[src/rtl/space_shooter_pkg.sv]
// Shared constants, state type and helpers for the space shooter enemy logic.
package space_shooter_pkg;

    localparam int NUM_SLOTS    = 8;
    localparam int SLOT_W       = 3;
    localparam int CNT_W        = 25;
    localparam int SCREEN_WIDTH = 640;
    localparam int ENEMY_WIDTH  = 32;

    typedef enum logic [1:0] {
        IDLE  = 2'd0,
        COUNT = 2'd1,
        ALLOC = 2'd2
    } sched_state_t;

    function automatic logic [3:0] popcount8(input logic [7:0] v);
        logic [3:0] n;
        n = '0;
        for (int i = 0; i < 8; i++) begin
            n = n + {3'b000, v[i]};
        end
        return n;
    endfunction

endpackage

[src/rtl/free_slot_encoder.sv]
// Lowest-index free slot finder over the enemy occupancy mask.
module free_slot_encoder
    import space_shooter_pkg::*;
(
    input  logic [NUM_SLOTS-1:0] mask,
    output logic [SLOT_W-1:0]    idx,
    output logic                 none_free
);

    // Scanning from the top down lets the lowest free index win.
    always_comb begin
        idx       = '0;
        none_free = &mask;
        for (int i = NUM_SLOTS - 1; i >= 0; i--) begin
            if (!mask[i]) begin
                idx = SLOT_W'(i);
            end
        end
    end

endmodule

[src/rtl/enemy_slot_scheduler.sv]
// Enemy spawn scheduler: owns the slot table, times spawns and ramps the
// spawn interval as kills accumulate.
module enemy_slot_scheduler
    import space_shooter_pkg::*;
#(
    parameter int NUM_SLOTS     = 8,
    parameter int INTERVAL_INIT = 30000000,
    parameter int INTERVAL_MIN  = 6000000,
    parameter int INTERVAL_STEP = 2000000,
    parameter int WAVE_KILLS    = 10,
    parameter int MIN_ENEMIES   = 2,
    parameter int X_OFFSET      = 64
)(
    input  logic                 clk,
    input  logic                 rst,
    input  logic                 enable,
    input  logic [3:0]           random_number,
    input  logic [NUM_SLOTS-1:0] kill,
    output logic [NUM_SLOTS-1:0] alive,
    output logic [3:0]           enemy_count,
    output logic                 spawn_valid,
    output logic [SLOT_W-1:0]    spawn_slot,
    output logic [9:0]           spawn_x,
    output logic [CNT_W-1:0]     interval
);

    localparam int KC_W = $clog2(WAVE_KILLS + NUM_SLOTS + 1);

    localparam logic [CNT_W-1:0] IV_INIT  = CNT_W'(INTERVAL_INIT);
    localparam logic [CNT_W-1:0] IV_MIN   = CNT_W'(INTERVAL_MIN);
    localparam logic [CNT_W-1:0] IV_STEP  = CNT_W'(INTERVAL_STEP);
    localparam logic [CNT_W-1:0] IV_FLOOR = CNT_W'(INTERVAL_MIN + INTERVAL_STEP);
    localparam logic [CNT_W-1:0] CNT_ONE  = CNT_W'(1);
    localparam logic [3:0]       FULL     = 4'(NUM_SLOTS);
    localparam logic [3:0]       MIN_CNT  = 4'(MIN_ENEMIES);
    localparam logic [9:0]       X_MAX    = 10'(SCREEN_WIDTH - ENEMY_WIDTH);

    sched_state_t            state, state_next;
    logic [CNT_W-1:0]        countdown, cd_next, cd_dec, reload_val, interval_dec;
    logic [KC_W-1:0]         kill_cnt, kill_sum;
    logic                    wave_done;
    logic                    do_spawn;
    logic [SLOT_W-1:0]       free_idx;
    logic                    none_free;
    logic [NUM_SLOTS-1:0]    accepted, spawn_mask, alive_next;
    logic [9:0]              x_raw;

    free_slot_encoder u_free_slot_encoder (
        .mask      (alive),
        .idx       (free_idx),
        .none_free (none_free)
    );

    // The ALLOC cycle is the first cycle of an interval, so spawns land
    // exactly `interval` cycles apart when the table has room.
    assign reload_val = (interval == '0) ? '0 : interval - CNT_ONE;
    assign cd_dec     = (countdown == '0) ? '0 : countdown - CNT_ONE;

    always_comb begin
        state_next = state;
        cd_next    = countdown;
        do_spawn   = 1'b0;
        if (!enable) begin
            state_next = IDLE;
        end else begin
            case (state)
                IDLE: begin
                    state_next = COUNT;
                    cd_next    = reload_val;
                end
                COUNT: begin
                    cd_next = cd_dec;
                    if (((cd_dec == '0) && (enemy_count != FULL)) ||
                        (enemy_count < MIN_CNT)) begin
                        state_next = ALLOC;
                    end
                end
                ALLOC: begin
                    do_spawn   = !none_free;
                    cd_next    = reload_val;
                    state_next = COUNT;
                end
                default: state_next = IDLE;
            endcase
        end
    end

    // Allocation reads the pre-kill mask, so a slot retired this cycle
    // stays empty until the following ALLOC.
    assign accepted     = kill & alive;
    assign spawn_mask   = do_spawn ? (NUM_SLOTS'(1) << free_idx) : '0;
    assign alive_next   = (alive & ~accepted) | spawn_mask;
    assign kill_sum     = kill_cnt + KC_W'(popcount8(accepted));
    assign wave_done    = kill_sum >= KC_W'(WAVE_KILLS);
    assign interval_dec = (interval >= IV_FLOOR) ? interval - IV_STEP : IV_MIN;

    always_ff @(posedge clk or posedge rst) begin
        if (rst) begin
            state       <= IDLE;
            countdown   <= '0;
            alive       <= '0;
            enemy_count <= '0;
            kill_cnt    <= '0;
            interval    <= IV_INIT;
        end else begin
            state       <= state_next;
            countdown   <= cd_next;
            alive       <= alive_next;
            enemy_count <= popcount8(alive_next);
            if (wave_done) begin
                kill_cnt <= kill_sum - KC_W'(WAVE_KILLS);
                interval <= interval_dec;
            end else begin
                kill_cnt <= kill_sum;
            end
        end
    end

    assign x_raw       = {1'b0, random_number, 5'b00000} + 10'(X_OFFSET);
    assign spawn_valid = do_spawn;
    assign spawn_slot  = do_spawn ? free_idx : '0;
    assign spawn_x     = do_spawn ? ((x_raw > X_MAX) ? X_MAX : x_raw) : '0;

endmodule

[config.mk]
export PLATFORM = sky130hd
export DESIGN_NAME = enemy_slot_scheduler
export DESIGN_NICKNAME = d
export VERILOG_FILES = /design/src/rtl/space_shooter_pkg.sv /design/src/rtl/free_slot_encoder.sv /design/src/rtl/enemy_slot_scheduler.sv
export SDC_FILE = /design/constraint.sdc
export NUM_CORES = 1
export LEC_CHECK = 0
export ABC_CLOCK_PERIOD_IN_PS = 6100
export CORE_MARGIN = 3
export CORE_UTILIZATION = 50
export CTS_BUF_LIST = sky130_fd_sc_hd__clkbuf_8
export CTS_CLUSTER_SIZE = 8
export DETAILED_ROUTE_END_ITERATION = 8
export PLACE_DENSITY_LB_ADDON = 0.05
export SLEW_MARGIN = 20
export SYNTH_ARGS = -nofsm -noshare
export SYNTH_HDL_FRONTEND = slang
export SYNTH_HIERARCHICAL = 1
export SYNTH_SLANG_ARGS = --single-unit
[constraint.sdc]
create_clock -name clk -period 6.1 [get_ports clk]
set_input_delay 0.61 -clock clk [delete_from_list [all_inputs] [get_ports clk]]
set_output_delay 0.61 -clock clk [all_outputs]
set_load 0.005 [all_outputs]
==> results.txt, run 1 <==
The share of synthesized flip-flops with an asynchronous set or reset was 100%; the global placer's final weighted congestion was 0.902. In the routed layout, each cell is associated on average with a via count of 6.02. At the pin with the least slew margin, the transition time is 0.849 ns. For the number of standard-cell rows in the floorplan, the log shows 35. The tools report the number of hold-repair buffers added at the cts stage as 0. The max-cap check violation count was 0; the worst-path maximum fanout was 7. Synthesis produced a netlist whose cell count is 583.

Counting flops with a built-in enable in the synthesized netlist gives 0. Headroom to the max-slew limit came out at 43.3%. The count of TritonRoute iterations in the first routing pass is 5. For the final worst-path setup slack, the log shows 1.21 ns.

The tools report the proportion of power drawn by the clock network as 26.0%. For the H-tree depth, the log shows 3. In the final routed layout, each cell accounts on average for 17.5 um. The routed layout has 4,542 vias.

Relative to the synthesized area, the layout overhead comes to 16.0%. The endpoint type of the worst setup path was a register. Ranked by total cell area, the synthesized netlist is headed by dfrtp_1, dfstp_2, a21oi_1.

For this design the static power due to leakage is 2.33 nW. For this run, the top clock speed supported by timing is 205 MHz. The path class of the tightest hold or removal check is reg2reg.

The period utilization works out to 80.1%. Entering global routing, the biggest net connects 63 pins. Top flip-flop cell by instance count after synthesis: dfrtp_1. In this run the biggest area consumer among cell types represents 26.3% of the synthesized area. The worst reg2reg path endpoint is interval[19]. The logs give 0 for the aggregate global routing overflow and 74 for the distinct cell type count after synthesis. At the end of the flow the core is filled with cells to 60.9%.

The run gives 0 as the number of buffers added for setup after CTS. The final setup violation count is 0. The number of global-route vias before repair came out at 4,426. After clock tree synthesis, the clock-pin slew on the worst setup and hold paths is 0.08 ns. The tools report the detailed-route DRC error count as 0.

The top cell types in the final layout, fill and taps aside, are clkdlybuf4s50_1, dfrtp_1, a21oi_1. The launching point of the worst reg2reg path is alive[0]. The flow ran to the end, and the final reports show no timing, DRC or antenna violations. The maximum ir drop on the vdd rail came out at 0.183 mV.

The first element of the critical path was kill[0]. After floorplanning, the core was sized to cover 0.00942 mm^2. The internal portion of the total power is 1.08 mW. The data arrival time at the worst-slack endpoint is 5.17 ns, and the vertical die dimension is 105 um.

For the buffer depth of the longest clock path, the log shows 2. Setup repair after global routing left no endpoint under its margin. Global routing consumed, over all layers together, 24.3% of the routing resources.

The first global-routing pass estimated 22.2 mm of wire. In this run the tool buffered the top-level ports with 53 buffer cells. TritonCTS created 9 clock buffers. The final layout contains routed wiring with a total length of 13.2 mm. Residual antenna-violating net count after detailed routing: 0. For this run, the number of standard cells in the final layout without fillers is 755. The part of the total power dissipated in combinational logic is 35.9%, and the synthesized area per cell is 8.47 um^2. The cell type with the highest aggregate area in the netlist was dfrtp_1. After layout, the design draws a total of 1.76 mW. The tools report the root buffer cell as clkbuf_8. For the count of fill cells added during filler insertion, the log shows 864. After the last flow step, the layout net total stands at 661. The run gives 739 as the cell count after placement.

The synthesized design contains 62 register bits. The cell area that synthesis handed to floorplanning was 0.00494 mm^2. Counting cells, the worst reg-to-reg path comes to 13.

Kind of start point of the critical path: an input port. Sequential elements use 31.7% of the synthesized area. The logs give 52.5% for the initial core utilization and 9.41 mm for the half-perimeter wire length of the detailed placement result. The layout cell share with drive strength beyond 1 was 9.11%. The number of antenna violations at the first check in global routing is 0.

The die covers 0.0111 mm^2. The capture point of the worst path was interval[19]. Clock latency on the worst-skew pair, taken at its later pin, is 0.35 ns. Leaving out fill and tap cells, the most frequent cell in the layout is clkdlybuf4s50_1. Once the clock tree was built, the resizer swapped 0 gates to a different size. Power per cell area: 306 mW/mm^2. The run gives 0.0133 ns as the clock tree skew after final layout.

Counting every sink on the clock net gives 62. For the net switching power, the log shows 679 uW. The worst setup path is of the in2reg kind.

The diode insertion count for antenna repair is 0, and the total number of yosys warnings is 6. At the worst endpoint, the required time is 6.39 ns. For the final routed database, the setup TNS stands at 0 ns. For the finished layout, the period the worst path requires is 4.89 ns.

Net switching is 38.7% of the power. The worst register-to-register path has a setup slack of 1.42 ns. In this run, flip-flops and latches consume 38.1% of the power. The total I/O pin count is 66, and the DRC violation total after the first TritonRoute iteration is 221.

Timing analysis after detailed placement gives a worst setup slack of 0.860 ns. The horizontal die dimension works out to 105 um. TritonCTS built the clock tree. The logs give 0 for the hold violation count in the final report and 0 for the number of pins exceeding their max-slew limit in the final report.
## worst min-delay path by stage
stage                  from            to  cells past startpoint
2_1_floorplan  interval[24]  interval[24]                      1
3_3_place_gp   interval[24]  interval[24]                      1
3_5_place_dp   interval[24]  interval[24]                      1
4_1_cts        interval[24]  interval[24]                      1
5_1_grt        interval[24]  interval[24]                      1
6_report       interval[24]  interval[24]                      1
## worst max-delay path, cell delays in order
cell,delay (ns)
clkdlybuf4s50_1,0.42
and2_1,0.18
fa_1,0.50
inv_1,0.05
fa_1,0.47
fa_1,0.52
inv_1,0.05
fa_1,0.41
inv_1,0.08
fa_1,0.50
ha_1,0.29
o22ai_1,0.38
o21ai_1,0.32
o32a_1,0.36
## final cells by class
class / count / area [um^2] / area share (%)
Clock inverter: 6 / 110 / 1.92
Tap cell: 129 / 161 / 2.82
Clock buffer: 10 / 138 / 2.40
Sequential cell: 62 / 1560 / 27.3
Inverter: 47 / 176 / 3.08
Timing Repair Buffer: 59 / 576 / 10.0
Multi-Input combinational cell: 442 / 3010 / 52.4
## synth_stat cells (4+ instances only)
cell type  instances
o21ai_1           19
o22a_1             7
nor4_1             5
and2_1             7
or3_1              7
a22oi_1            4
dfstp_2           10
o21ai_0           13
ha_1              16
a21oi_1           51
buf_4             15
dfrtp_1           52
nor3b_1            5
nand2b_1           9
a2bb2oi_1          5
a21o_1             5
nor3_1            19
o211ai_1           5
o32ai_1            4
o31ai_1            4
and3_1             5
buf_2              9
o22ai_1           21
xnor2_1           10
clkbuf_1          16
xor2_1             7
nor2_1            47
a31oi_1           11
fa_1               9
nand3_1           15
nor2b_1           10
a22o_1             5
inv_1             47
nand2_1           35
nor4_4             5
o21a_1             7
nand4_1            9
## logic make-up after synthesis
kind of cell	share of synthesized area [%]
simple gates	23.9
compound gates	24.9
buf+inv	8.51
flops	31.7
fa+ha+maj	7.70
xor+xnor	3.01
other cells	0.0759
mux	0.228
## power groups by stage
| stage | sequential [mW] | clock [mW] | combinational, mW |
|---|---|---|---|
| final | 0.669 | 0.456 | 0.630 |
| after global routing | 0.684 | 0.478 | 0.709 |
| after CTS | 0.665 | 0.464 | 0.631 |
| after detailed placement | 0.671 | 0 | 0.625 |
| after global placement | 0.670 | 0 | 0.608 |
| after floorplan | 0.603 | 0 | 0.506 |
## sequential cells by signal (all words and copies together) (netlist names)
| signal | flops |
|---|---|
| kill_cnt | 5 |
| countdown | 25 |
| enemy_count | 4 |
| alive | 8 |
| interval | 18 |
| state | 2 |
## layer usage
layer  routed length, um  track usage, %  vias to the layer above  share of wire, %
met3                 644            4.41                       18               4.9
met1                5910            32.2                     2197                45
met5                   0               0                        -                 0
li1                    -               -                     2175                 -
met2                6480            41.1                      152                49
met4                 153            6.09                        0               1.2
## per-stage QoR
stage | hold slack, ns | area (um^2)
2_1_floorplan | 0.486 | 4980
3_3_place_gp | 0.500 | 5480
3_5_place_dp | 0.499 | 5480
4_1_cts | 0.508 | 5730
5_1_grt | 0.519 | 5730
6_report | 0.504 | 5730
Note: power is estimated with default switching activity, not from simulation.
==> run 2: changes to the inputs <==
Settings changed: ABC_CLOCK_PERIOD_IN_PS 6100 to 5100.
Clock period 6.1 ns to 5.1 ns, I/O delays scaled along.
==> results.txt, run 2 (same netlist as run 1, synthesis figures left out) <==
The run finished with clean final reports. The tools report the residual antenna-violating net count after detailed routing as 0. Using the TritonRoute via totals, the vias-per-cell ratio works out to 6.17. The most common cell after layout, fill and taps aside is clkdlybuf4s50_1. After floorplanning, the core was divided into 35 placement rows. For the clock tree skew after final layout, the log shows 0.0127 ns.

The top cell types in the final layout, fill and taps aside, are clkdlybuf4s50_1, dfrtp_1, a21oi_1. For the final routed database, the setup TNS stands at 0 ns. Compared with the post-synthesis result, the final layout area differs by 15.3%.

For this block, the via count after detailed routing is 4,678. The logs give 0 for the detailed-route DRC error count and 2 for the buffer depth of the longest clock path. After clock tree synthesis, the clock-pin slew on the worst setup and hold paths is 0.08 ns. The hold violation count in the final report was 0; the initial core utilization was 52.5%.

Data on the critical path arrives at its endpoint at 4.91 ns. The worst min-delay path category is reg2reg. For this design, the CTS-stage hold fixing added 0 buffers.

Max-cap violations in this run came to 0. Derived from the worst setup path, the maximum achievable clock frequency is 213 MHz. The largest registers in the layout are countdown: 25 flops, interval: 18 flops, alive: 8 flops. The floorplan step defined a die boundary enclosing 0.0111 mm^2. The die is 105 um wide. At the later pin of the worst-skew pair, clock insertion delay measures 0.35 ns. The number of antenna violations at the first check in global routing was 0.

The post-cts resize count came out at 0. The wire-length estimate of the detail-placed layout is 9.57 mm. countdown holds more flip-flops than any other register.

The number of pins exceeding their max-slew limit in the final report is 0, and the worst-path maximum fanout is 8. The number of buffers added for setup after CTS came out at 0. Of the cells placed in the final design, the portion with a size suffix greater than 1 is 9.38%.

For this run the aggregate overflow at the end of global routing stands at 0. STA classifies the critical path startpoint as an input port. The first global-routing pass estimated 22.4 mm of wire. The global placer's final weighted congestion was 0.922; the flip-flop count of the largest register after layout was 25.

Entering global routing, the biggest net connects 63 pins. TritonCTS built the clock tree. The run gives 4,466 as the number of global-route vias before repair. After floorplanning, the core was sized to cover 0.00942 mm^2. Root buffer cell: clkbuf_8. The relative slew slack is 42.4%. The final layout contains 664 nets.

At the pin with the least slew margin, the transition time is 0.863 ns. The vertical die dimension was 105 um. Setup repair after global routing left no endpoint under its margin.

Power per cell area: 350 mW/mm^2. The final setup violation count is 0. Endpoint type of the worst setup path: a register. The logs give 371 for the DRC violation total after the first TritonRoute iteration and 0 for the diode insertion count for antenna repair. The maximum ir drop on the vdd rail was 0.222 mV; the minimum period implied by the final worst setup slack was 4.69 ns. Total I/O pin count: 66. The kind of critical path was in2reg. Cells fill 60.5% of the core in the end.

The all-layer global routing usage is 24.6%. Wires add up to 13.2 mm. The H-tree was split into 3 levels. The tools report the critical path required time as 5.32 ns. The period utilization works out to 91.9%.

The number of port buffers was 53; the count of TritonRoute iterations in the first routing pass was 5. The number of clock buffers added by TritonCTS is 9. In the final routed layout, each cell accounts on average for 17.5 um. For this design the static power due to leakage is 2.32 nW. For the CTS sink count, the log shows 62.
[run 2: changes by cell type in the layout (fill, tap and decap cells not counted)]
cell        before  now
clkinv_4         1    0
inv_6            0    1
clkinvlp_4       1    2
bufinv_16        3    1
inv_1           47   48
clkbuf_8        10    9
buf_4            6    9
clkinv_2         0    1
[run 2: final timing paths]
check / from / to / slack, ns / depth (start not counted)
worst max register to register: alive[0] / interval[20] / 0.53 / 12
min in group asynchronous: rst / kill_cnt[2] / 0.72 / 3
max in group asynchronous: rst / countdown[7] / 3.85 / 3
worst max-delay path: kill[0] / interval[20] / 0.41 / 13
worst min-delay path: interval[24] / interval[24] / 0.51 / 1
worst min register to register: interval[24] / interval[24] / 0.51 / 1
[run 2: worst max-delay path, stage by stage]
cell and delay, ns:
clkdlybuf4s50_1 0.42, and2_1 0.18, fa_1 0.50, inv_1 0.05, fa_1 0.48, fa_1 0.52
inv_1 0.05, fa_1 0.41, inv_1 0.08, fa_1 0.49, or4_1 0.68, a21oi_2 0.38
a22oi_1 0.16
[run 2: metal layers]
| metal | track usage, % | vias to the layer above | wire length [um] |
|---|---|---|---|
| met3 | 4.59 | 13 | 539 |
| li1 | - | 2185 | - |
| met4 | 4.97 | 0 | 153 |
| met1 | 32.6 | 2339 | 5950 |
| met5 | 0 | - | 0 |
| met2 | 41.9 | 141 | 6590 |
[run 2: final cells by class]
| cell class | count | area [um^2] |
|---|---|---|
| inverter | 47 | 176 |
| sequential | 62 | 1560 |
| timing repair buffer | 62 | 598 |
| clock inverter | 7 | 66.3 |
| clock buffer | 9 | 124 |
| tap | 129 | 161 |
| fill | 860 | 3720 |
| multi-input combinational | 442 | 3010 |
[run 2: power breakdown]
part | switching, mW | internal, mW
registers | 0.202 | 0.601
logic | 0.410 | 0.349
clock network | 0.208 | 0.223
[run 2: stage by stage]
stage / instance area (um^2) / setup slack (ns) / std cells / total power, mW / hold WS (ns)
finish: 5700 / 0.412 / 758 / 1.99 / 0.514
global route: 5700 / 0.286 / 758 / 2.13 / 0.537
CTS: 5690 / 0.412 / 758 / 2.00 / 0.516
detailed placement: 5500 / 0.0217 / 742 / 1.56 / 0.506
global placement: 5500 / 0.115 / 742 / 1.54 / 0.503
floorplan: 4980 / 0.628 / 594 / 1.33 / 0.486
